$ cat src/rtl/ctl_pwm_fade_10b_pkg.sv
// Shared PWM types for the 10-bit PWM controllers: duty width, full-scale value and fade FSM states.
package pkg_pwm;
    localparam int PWM_W = 10;
    localparam logic [PWM_W-1:0] PWM_MAX = 10'd1023;

    typedef logic [PWM_W-1:0] pwm_val_t;

    typedef enum logic [1:0] {
        IDLE,
        RAMP,
        DONE
    } fade_state_t;
endpackage

$ cat src/rtl/ctl_pwm_fade_10b_if.sv
// Target-request handshake between application logic (master) and the fade controller (slave).
interface ctl_pwm_fade_10b_if;
    import pkg_pwm::*;

    pwm_val_t i_target;
    logic     i_target_vld;
    logic     o_target_rdy;

    modport master (output i_target, output i_target_vld, input o_target_rdy);
    modport slave  (input i_target, input i_target_vld, output o_target_rdy);
endinterface

$ cat src/rtl/ctl_pwm_fade_10b_period_tick.sv
// Free-running PWM period counter; o_tick marks the last clock of each 1024-clock period.
module ctl_pwm_period_tick
    import pkg_pwm::*;
(
    input  logic i_clk,
    input  logic i_rst,
    output logic o_tick
);
    pwm_val_t r_count;

    always_ff @(posedge i_clk) begin
        if (i_rst) begin
            r_count <= '0;
        end else begin
            r_count <= r_count + 10'd1;
        end
    end

    assign o_tick = (r_count == PWM_MAX);
endmodule

$ cat src/rtl/ctl_pwm_fade_10b.sv
// Fades the PWM duty toward a requested target in STEP increments every STEP_DIV periods.
// Optional macro CTL_PWM_FADE_RETARGET_EN: accept new targets while a ramp is running.
module ctl_pwm_fade_10b
    import pkg_pwm::*;
#(
    parameter pwm_val_t STEP     = 10'd1,
    parameter int       STEP_DIV = 4
) (
    input  logic                     i_clk,
    input  logic                     i_rst,
    ctl_pwm_fade_10b_if.slave        io_tgt,
    output pwm_val_t                 o_val,
    output logic                     o_busy,
    output logic                     o_done
);
    localparam pwm_val_t   STEP_EFF = (STEP == 10'd0) ? 10'd1 : STEP;
    localparam logic [7:0] DIV_LAST = 8'(STEP_DIV - 1);
`ifdef CTL_PWM_FADE_RETARGET_EN
    localparam logic RDY_IN_RAMP = 1'b1;
`else
    localparam logic RDY_IN_RAMP = 1'b0;
`endif

    fade_state_t r_state;
    pwm_val_t    r_val;
    pwm_val_t    r_target;
    logic [7:0]  r_div;
    logic        r_busy;
    logic        r_done;
    logic        r_rdy;

    logic        w_tick;
    logic        w_step;
    logic        w_accept;
    pwm_val_t    w_next;
    pwm_val_t    w_val_after;
    pwm_val_t    w_tgt_after;

    // Gaps are taken in 11 bits so a step never wraps past 0 or 1023.
    function automatic pwm_val_t f_step(input pwm_val_t val, input pwm_val_t tgt);
        logic [PWM_W:0] up_gap;
        logic [PWM_W:0] dn_gap;
        up_gap = {1'b0, tgt} - {1'b0, val};
        dn_gap = {1'b0, val} - {1'b0, tgt};
        if (tgt > val) begin
            f_step = (up_gap <= {1'b0, STEP_EFF}) ? tgt : val + STEP_EFF;
        end else if (tgt < val) begin
            f_step = (dn_gap <= {1'b0, STEP_EFF}) ? tgt : val - STEP_EFF;
        end else begin
            f_step = val;
        end
    endfunction

    ctl_pwm_period_tick u_tick (
        .i_clk  (i_clk),
        .i_rst  (i_rst),
        .o_tick (w_tick)
    );

    assign w_accept    = io_tgt.i_target_vld && r_rdy;
    assign w_step      = (r_state == RAMP) && w_tick && (r_div == DIV_LAST);
    assign w_next      = f_step(r_val, r_target);
    // A retarget on a step edge lands after the step, so completion is judged against it.
    assign w_val_after = w_step ? w_next : r_val;
    assign w_tgt_after = w_accept ? io_tgt.i_target : r_target;

    always_ff @(posedge i_clk) begin
        if (i_rst) begin
            r_state  <= IDLE;
            r_val    <= '0;
            r_target <= '0;
            r_div    <= '0;
            r_busy   <= 1'b0;
            r_done   <= 1'b0;
            r_rdy    <= 1'b1;
        end else begin
            r_done <= 1'b0;
            case (r_state)
                IDLE: begin
                    if (w_accept) begin
                        r_target <= io_tgt.i_target;
                        r_div    <= '0;
                        if (io_tgt.i_target == r_val) begin
                            r_state <= DONE;
                            r_done  <= 1'b1;
                            r_rdy   <= 1'b0;
                        end else begin
                            r_state <= RAMP;
                            r_busy  <= 1'b1;
                            r_rdy   <= RDY_IN_RAMP;
                        end
                    end
                end
                RAMP: begin
                    if (w_tick) begin
                        r_div <= w_step ? 8'd0 : r_div + 8'd1;
                    end
                    if (w_step) begin
                        r_val <= w_next;
                    end
                    if (w_accept) begin
                        r_target <= io_tgt.i_target;
                    end
                    if (w_val_after == w_tgt_after) begin
                        r_state <= DONE;
                        r_busy  <= 1'b0;
                        r_done  <= 1'b1;
                        r_rdy   <= 1'b0;
                    end
                end
                DONE: begin
                    r_state <= IDLE;
                    r_rdy   <= 1'b1;
                end
                default: begin
                    r_state <= IDLE;
                    r_busy  <= 1'b0;
                    r_rdy   <= 1'b1;
                end
            endcase
        end
    end

    always_ff @(posedge i_clk) begin
        assert (STEP != 10'd0) else $error("STEP of zero is illegal, treated as one");
        assert (STEP_DIV >= 1 && STEP_DIV <= 255) else $error("STEP_DIV outside 1..255");
    end

    assign io_tgt.o_target_rdy = r_rdy;
    assign o_val               = r_val;
    assign o_busy              = r_busy;
    assign o_done              = r_done;
endmodule

$ cat src/flat_wrapper.sv
// flat-port wrapper written by rule: the top's interface ports become plain ports
module ctl_pwm_fade_10b_flat import pkg_pwm::*;
#(
    parameter pwm_val_t STEP     = 10'd1,
    parameter int       STEP_DIV = 4
)
  (i_clk, i_rst, o_val, o_busy, o_done, io_tgt_i_target, io_tgt_i_target_vld, io_tgt_o_target_rdy);
  ctl_pwm_fade_10b_if io_tgt_i ();
  input  logic i_clk;
  input  logic i_rst;
  output pwm_val_t o_val;
  output logic o_busy;
  output logic o_done;
  input wire logic [$bits(io_tgt_i.i_target)-1:0] io_tgt_i_target;
  input wire logic [$bits(io_tgt_i.i_target_vld)-1:0] io_tgt_i_target_vld;
  output wire logic [$bits(io_tgt_i.o_target_rdy)-1:0] io_tgt_o_target_rdy;
  assign io_tgt_i.i_target = io_tgt_i_target;
  assign io_tgt_i.i_target_vld = io_tgt_i_target_vld;
  assign io_tgt_o_target_rdy = io_tgt_i.o_target_rdy;
  ctl_pwm_fade_10b #(.STEP(STEP), .STEP_DIV(STEP_DIV)) u_core (.i_clk(i_clk), .i_rst(i_rst), .io_tgt(io_tgt_i), .o_val(o_val), .o_busy(o_busy), .o_done(o_done));
endmodule
$ cat config.mk
export PLATFORM = sky130hd
export DESIGN_NAME = ctl_pwm_fade_10b_flat
export DESIGN_NICKNAME = d
export VERILOG_FILES = /design/src/rtl/ctl_pwm_fade_10b_pkg.sv /design/src/rtl/ctl_pwm_fade_10b_if.sv /design/src/rtl/ctl_pwm_fade_10b_period_tick.sv /design/src/rtl/ctl_pwm_fade_10b.sv /design/src/flat_wrapper.sv
export SDC_FILE = /design/constraint.sdc
export NUM_CORES = 1
export LEC_CHECK = 0
export CELL_PAD_IN_SITES_DETAIL_PLACEMENT = 2
export CELL_PAD_IN_SITES_GLOBAL_PLACEMENT = 2
export CORE_MARGIN = 5
export CORE_UTILIZATION = 38
export CTS_CLUSTER_SIZE = 8
export DETAILED_ROUTE_END_ITERATION = 8
export PLACE_DENSITY_LB_ADDON = 0.1
export SKIP_CTS_REPAIR_TIMING = 1
export SLEW_MARGIN = 10
export SYNTH_ARGS = -nofsm -noshare
export SYNTH_HDL_FRONTEND = slang
export SYNTH_HIERARCHICAL = 1
export SYNTH_SLANG_ARGS = --single-unit
$ cat constraint.sdc
create_clock -name i_clk -period 12.25 [get_ports i_clk]
set_input_delay 1.225 -clock i_clk [delete_from_list [all_inputs] [get_ports i_clk]]
set_output_delay 1.225 -clock i_clk [all_outputs]
set_load 0.005 [all_outputs]
### Yosys cells after proc, flatten, opt, wreduce, memory -nomap -nowiden

Cells that the tools add are included.

* flip-flop bits (word level): 43
* input port bits: 13
* output and inout port bits: 13

* $add $sub $neg: 6
* magnitude comparators: 4
* equality and inequality tests: 10
* mux-type cells: 24
* bitwise logic cells: 1
* reductions and logical operators: 9

Operators with widths (count)
* 10-bit two-way mux: 6
* 8-bit two-way mux: 3
* 11-bit by 1-bit less-or-equal comparator with 1-bit output (second input constant): 2
* 10-bit by 10-bit subtractor with 11-bit output: 2
* 10-bit by 1-bit adder with 10-bit output (second input constant): 2
* 10-bit equality test: 2
* 8-bit case mux with 2 select lines: 1
* 10-bit equality test (second input constant): 1
* 10-bit greater-than comparator: 1
* 10-bit < comparator: 1
* 10-bit by 1-bit subtractor with 10-bit output (second input constant): 1
* 8-bit by 1-bit adder with 8-bit output (second input constant): 1
* 8-bit by 2-bit equality test with 1-bit output (second input constant): 1
* 1-bit two-way mux: 7
* 2-bit two-way mux: 3
* 2-bit by 1-bit != test with 1-bit output (second input constant): 2
* 2-bit != test (second input constant): 2
* 1-bit case mux with 2 select lines: 2
* 2-bit case mux with 2 select lines: 1
* 4-bit AND reduction: 1
* 1-bit logical AND: 3
* 1-bit case mux with 3 select lines: 1
* 3-bit AND reduction: 1
* 2-bit by 1-bit equality test with 1-bit output (second input constant): 1
* 6 further kinds: 6

### Depth between registers and ports, before layout

* depth in word-level cells: 9
* mapped depth: 19

### Hierarchy

Netlist, hierarchy kept.

By module, submodules not included
* ctl_pwm_fade_10b: instances 1, cells an instance 520, area an instance 3736.1 µm², seq. area each 660.6 µm²
* ctl_pwm_period_tick: instances 1, cells an instance 47, area an instance 435.4 µm², seq. area each 200.2 µm²

### Worst setup path after synthesis

OpenSTA, ideal clock, no wires.

* path kind: flip-flop to flip-flop
* start: register u_core.r_val[1] (netlist: u_core/o_val[1])
* end: register u_core.r_rdy (netlist: u_core/io_tgt.o_target_rdy)
* setup time: 0.134 ns
* arrival time: 4.134 ns
* slack: 7.982 ns
* stages on the path, launching flop included: 17
* cells stage by stage: dfxtp_1 clkbuf_1 inv_1 ha_1 nor2b_1 o31a_2 and3_1 a311o_1 or4_4 nor3_2 o21ai_2 nor2b_4 a21oi_2 o221ai_1 or4_4 nor4_4 o211ai_1

* word-level cells in the longest chain between the ends: 9

Ends and longest elaborated chain
* start: declaration: RTL line ctl_pwm_fade_10b.sv:25 `pwm_val_t r_val;`
* start signal: assignment: RTL line ctl_pwm_fade_10b.sv:99 `r_val <= w_next;`
* 10-bit by 10-bit subtractor with 11-bit output: RTL line ctl_pwm_fade_10b.sv:44 `dn_gap = {1'b0, val} - {1'b0, tgt};`
* 11-bit by 1-bit less-or-equal comparator with 1-bit output: RTL line ctl_pwm_fade_10b.sv:48 `f_step = (dn_gap <= {1'b0, STEP_EFF}) ? tgt : val - STEP_EFF;`
* 10-bit two-way mux: RTL line ctl_pwm_fade_10b.sv:48
* 10-bit two-way mux: RTL line ctl_pwm_fade_10b.sv:47 `end else if (tgt < val) begin`
* 10-bit two-way mux: RTL line ctl_pwm_fade_10b.sv:45 `if (tgt > val) begin`
* 10-bit two-way mux *: RTL line ctl_pwm_fade_10b.sv:64 `assign w_val_after = w_step ? w_next : r_val;`
* 10-bit equality test *: RTL line ctl_pwm_fade_10b.sv:104 `if (w_val_after == w_tgt_after) begin`
* 2-bit != test (no line) *
* 2-bit AND reduction (no line) *
* end signal: assignment: RTL line ctl_pwm_fade_10b.sv:75 `r_rdy <= 1'b1;`
* end signal: assignment: RTL line ctl_pwm_fade_10b.sv:108 `r_rdy <= 1'b0;`
* end signal: assignment: RTL line ctl_pwm_fade_10b.sv:113 `r_rdy <= 1'b1;`
* end: declaration: RTL line ctl_pwm_fade_10b.sv:30 `logic r_rdy;`

Every way passes the cells marked *; elsewhere a longest branch is shown, timed or not.
A chain may end at the register's enable or synchronous reset.

### Worst setup path in the final report

* start: register u_core.r_val[3] (netlist: u_core/o_val[3])
* end: register u_core.r_rdy (netlist: u_core/io_tgt.o_target_rdy)

Same word-level chain as after synthesis.

==> summary.txt <==
Global route
  – Grt met2 use: 41.9%
  – Vias in the first global route: 4728
  – Pin count of the biggest net entering global routing: 26
  – M3 GR Usage: 2.63%
  – First-pass GRT wire length: 25400 um
  – Met1 Use GR: 31.4%
  – Initial antenna violation count: 0
  – GR peak layer: met2
  – Overall routing resource usage: 24.2%
  – Gr ovfl total: 0

STA
  – Setup-failing EPs final: 0
  – Skew final: 0.00696 ns
  – Final number of hold-violating endpoints: 0
  – Setup TNS: 0 ns
  – Final Hold Slack: 0.495 ns
  – Setup ws final: 6.88 ns
  – Achievable frequency: 186 MHz
  – Slew @ Worst Pin: 0.980 ns
  – Slew margin rel.: 33.8%
  – Unrepaired setup endpoints after global routing: false
  – Fin crit period: 5.37 ns
  – Final slew viol count: 0
  – Fin crit share: 43.9%

Placement
  – Port bufs: 25
  – Place WS: 7.00 ns
  – DP HPWL: 12200 um
  – RePlAce Congestion: 0.866
  – Dpl cells: 702

Clock tree
  – CTS tree: built
  – # H-tree levels: 2
  – Clock Pin Slew Worst Setup and Hold Paths: 0.09 ns
  – CTS root buffer: clkbuf_8
  – Worst skew pair latency: 0.31 ns
  – CTS Sinks: 43
  – Max Buffers Root-to-Sink: 2
  – Num CTS Buffers: 5

Route
  – Via density: 6.12
  – Total Wirelength: 15500 um
  – Wirelength per Cell: 21.9 um
  – Initial DRC Count: 362
  – Pre-antenna DRT Iters: 5
  – # DRC: 0
  – Vias: 4345
  – Routed Antenna Nets: 0

Final layout
  – Post-Layout Cell Count: 710
  – Layout cell share with drive strength beyond 1: 5.61%
  – Final nets: 608
  – ANT cells: 0
  – Area delta synth->final: 9.51%

Critical path
  – R2R Setup Slk: 6.88 ns
  – Max incr delay on CP: 0.61 ns
  – CP Cell Sequence: clkinv_1, ha_1, o211ai_1, a21oi_1, a211oi_2, o311ai_0, nor4_4, nand2_1, nand3_1, o31ai_1, a311oi_1, nor3_1, or4_4, nor4_4, o211ai_1
  – WP data required: 12.43 ns
  – Worst reg2reg startpoint: u_core/o_val[3]
  – Critical Path Sink: u_core/io_tgt.o_target_rdy
  – Worst-path maximum fanout: 14
  – Crit path DAT: 5.56 ns
  – Crit. End Element: flip-flop
  – Setup crit start kind: flip-flop
  – Crit path from: u_core/o_val[3]
  – Reg2Reg Depth: 15
  – WS Path Type: flip-flop to flip-flop
  – Worst r2r dst: u_core/io_tgt.o_target_rdy
  – Worst path slowest cell: dfxtp_1

Synthesis
  – Cell variety after synth: 74
  – Synthesized flop and latch total: 43
  – Post-synthesis async set-or-reset flop share: 0%
  – Sequential share of the synthesized area: 20.6%
  – Cell Area, Synth: 4170 um^2
  – Count leader, synth: nor2_1
  – Synth Area in Adders: 8.16%
  – Post-synth top area cell: dfxtp_1
  – Mean Syn Cell Area: 7.36 um^2
  – Mapped Cells: 567
  – Main synth FF type: dfxtp_1
  – Multiplexer area fraction after synthesis: 3.66%
  – Syn_nets: 606
  – EDFF count, synth: 0
  – Post-synth top area share: 20.6%
  – Xor and xnor fraction of the mapped netlist area: 9.24%
  – Synth Area in Compound Gates: 22.1%
  – Main combinational cell family by area after synthesis: simple AND/OR/NAND/NOR gates
  – Synth top cells by count: nor2_1 (70), dfxtp_1 (43), nand2_1 (40), a21oi_1 (38)
  – Synth warn: 6
  – Synth top area cells: dfxtp_1 (21%), ha_1 (7.2%), xnor2_1 (7.1%), nor2_1 (6.3%), a21oi_1 (4.6%)
  – Simple-gate share of the synthesized area: 30.8%

Power and ir drop
  – Power consumption: 441 uW
  – Pwr dens: 96.5 nW/um^2
  – Static leakage: 1.75 nW
  – Max VDD drop: 0.0528 mV

Run
  – Max-cap viol count: 0

Floorplan
  – IO Pins: 26
  – Die Ht: 115 um
  – CORE AREA: 10800 um^2
  – Initial core utilization: 38.7%
  – Die X: 115 um
  – Die area: 13200 um^2
  – # rows: 38

Outcome
  – Status: finished, final reports clean

Worst hold path
  – Type of the most critical hold path: flip-flop to flip-flop
cells in the final DEF (no fill, tap or decap), types with 18 or more instances in the layout:
master | Yosys | final
dfxtp_1 | 43 | 43
nand2_1 | 40 | 40
a21oi_1 | 38 | 38
nor2_1 | 70 | 70
o21ai_0 | 18 | 18
ha_1 | 24 | 24
nor3_1 | 25 | 25
inv_1 | 23 | 23
xnor2_1 | 34 | 34
clkdlybuf4s50_1 | 0 | 25
nand3_1 | 34 | 34
through the flow:
stage	instance area [um^2]	utilization [%]
global route	4570	42.3
detailed placement	4480	41.5
global placement	4480	41.5
CTS	4570	42.3
finish	4570	42.3
floorplan	4170	-
cell type report:
type | count | area [um^2]
tap | 140 | 175
inverter | 24 | 90.1
clock inverter | 2 | 12.5
multi-input combinational | 467 | 3080
sequential | 43 | 861
timing repair buffer | 28 | 273
clock buffer | 6 | 72.6
fill | 1294 | 6220
how the worst min path moves through the flow:
stage                                   startpoint                  endpoint  slack, ns  cells after the start
after floorplan           u_core/u_tick/r_count[0]  u_core/u_tick/r_count[0]       0.44                      1
after global placement    u_core/u_tick/r_count[0]  u_core/u_tick/r_count[0]       0.45                      1
after detailed placement  u_core/u_tick/r_count[0]  u_core/u_tick/r_count[0]       0.48                      1
after CTS                 u_core/u_tick/r_count[0]  u_core/u_tick/r_count[0]       0.51                      1
after global routing      u_core/u_tick/r_count[7]  u_core/u_tick/r_count[7]       0.54                      2
final                     u_core/u_tick/r_count[0]  u_core/u_tick/r_count[0]       0.50                      1
registers in the layout (all words and copies together), names as in the netlist:
name / count
u_core/o_val: 10
u_core/r_target: 10
u_core/u_tick/r_count: 10
u_core/r_div: 8
u_core/r_state: 2
u_core/io_tgt.o_target_rdy: 1
u_core/o_busy: 1
u_core/o_done: 1
logic make-up (layout without fill, tap and decap cells):
kind of cell / count (synthesis) / count (layout)
compound gates: 136 / 136
fa+ha+maj: 26 / 26
mux: 15 / 15
xor+xnor: 44 / 44
buf+inv: 57 / 60
flops: 43 / 43
simple gates: 246 / 246
critical path: cells and delay by family, from the launching register on:
kind / cells / cell delay [ns]
and+or+nand+nor: 6 / 1.97
AOI/OAI and AO/OA: 7 / 1.75
DFF: 1 / 0.61
adders and majority gates: 1 / 0.56
buffers and inverters: 1 / 0.35
layer usage:
metal  part of all wire, %  up-vias  wire length, um
li1                      -     2034                -
met1                    46     2190             7110
met2                    48       94             7500
met3                   3.3       27              516
met4                   2.6        0              398
met5                     0        -                0
power breakdown:
group	internal (mW)	switching, mW
Sequential	0.146	0.0103
Clock	0.0399	0.0523
Combinational	0.0702	0.122
Total	0.256	0.185
No activity file was read; power rests on OpenSTA's default activity.
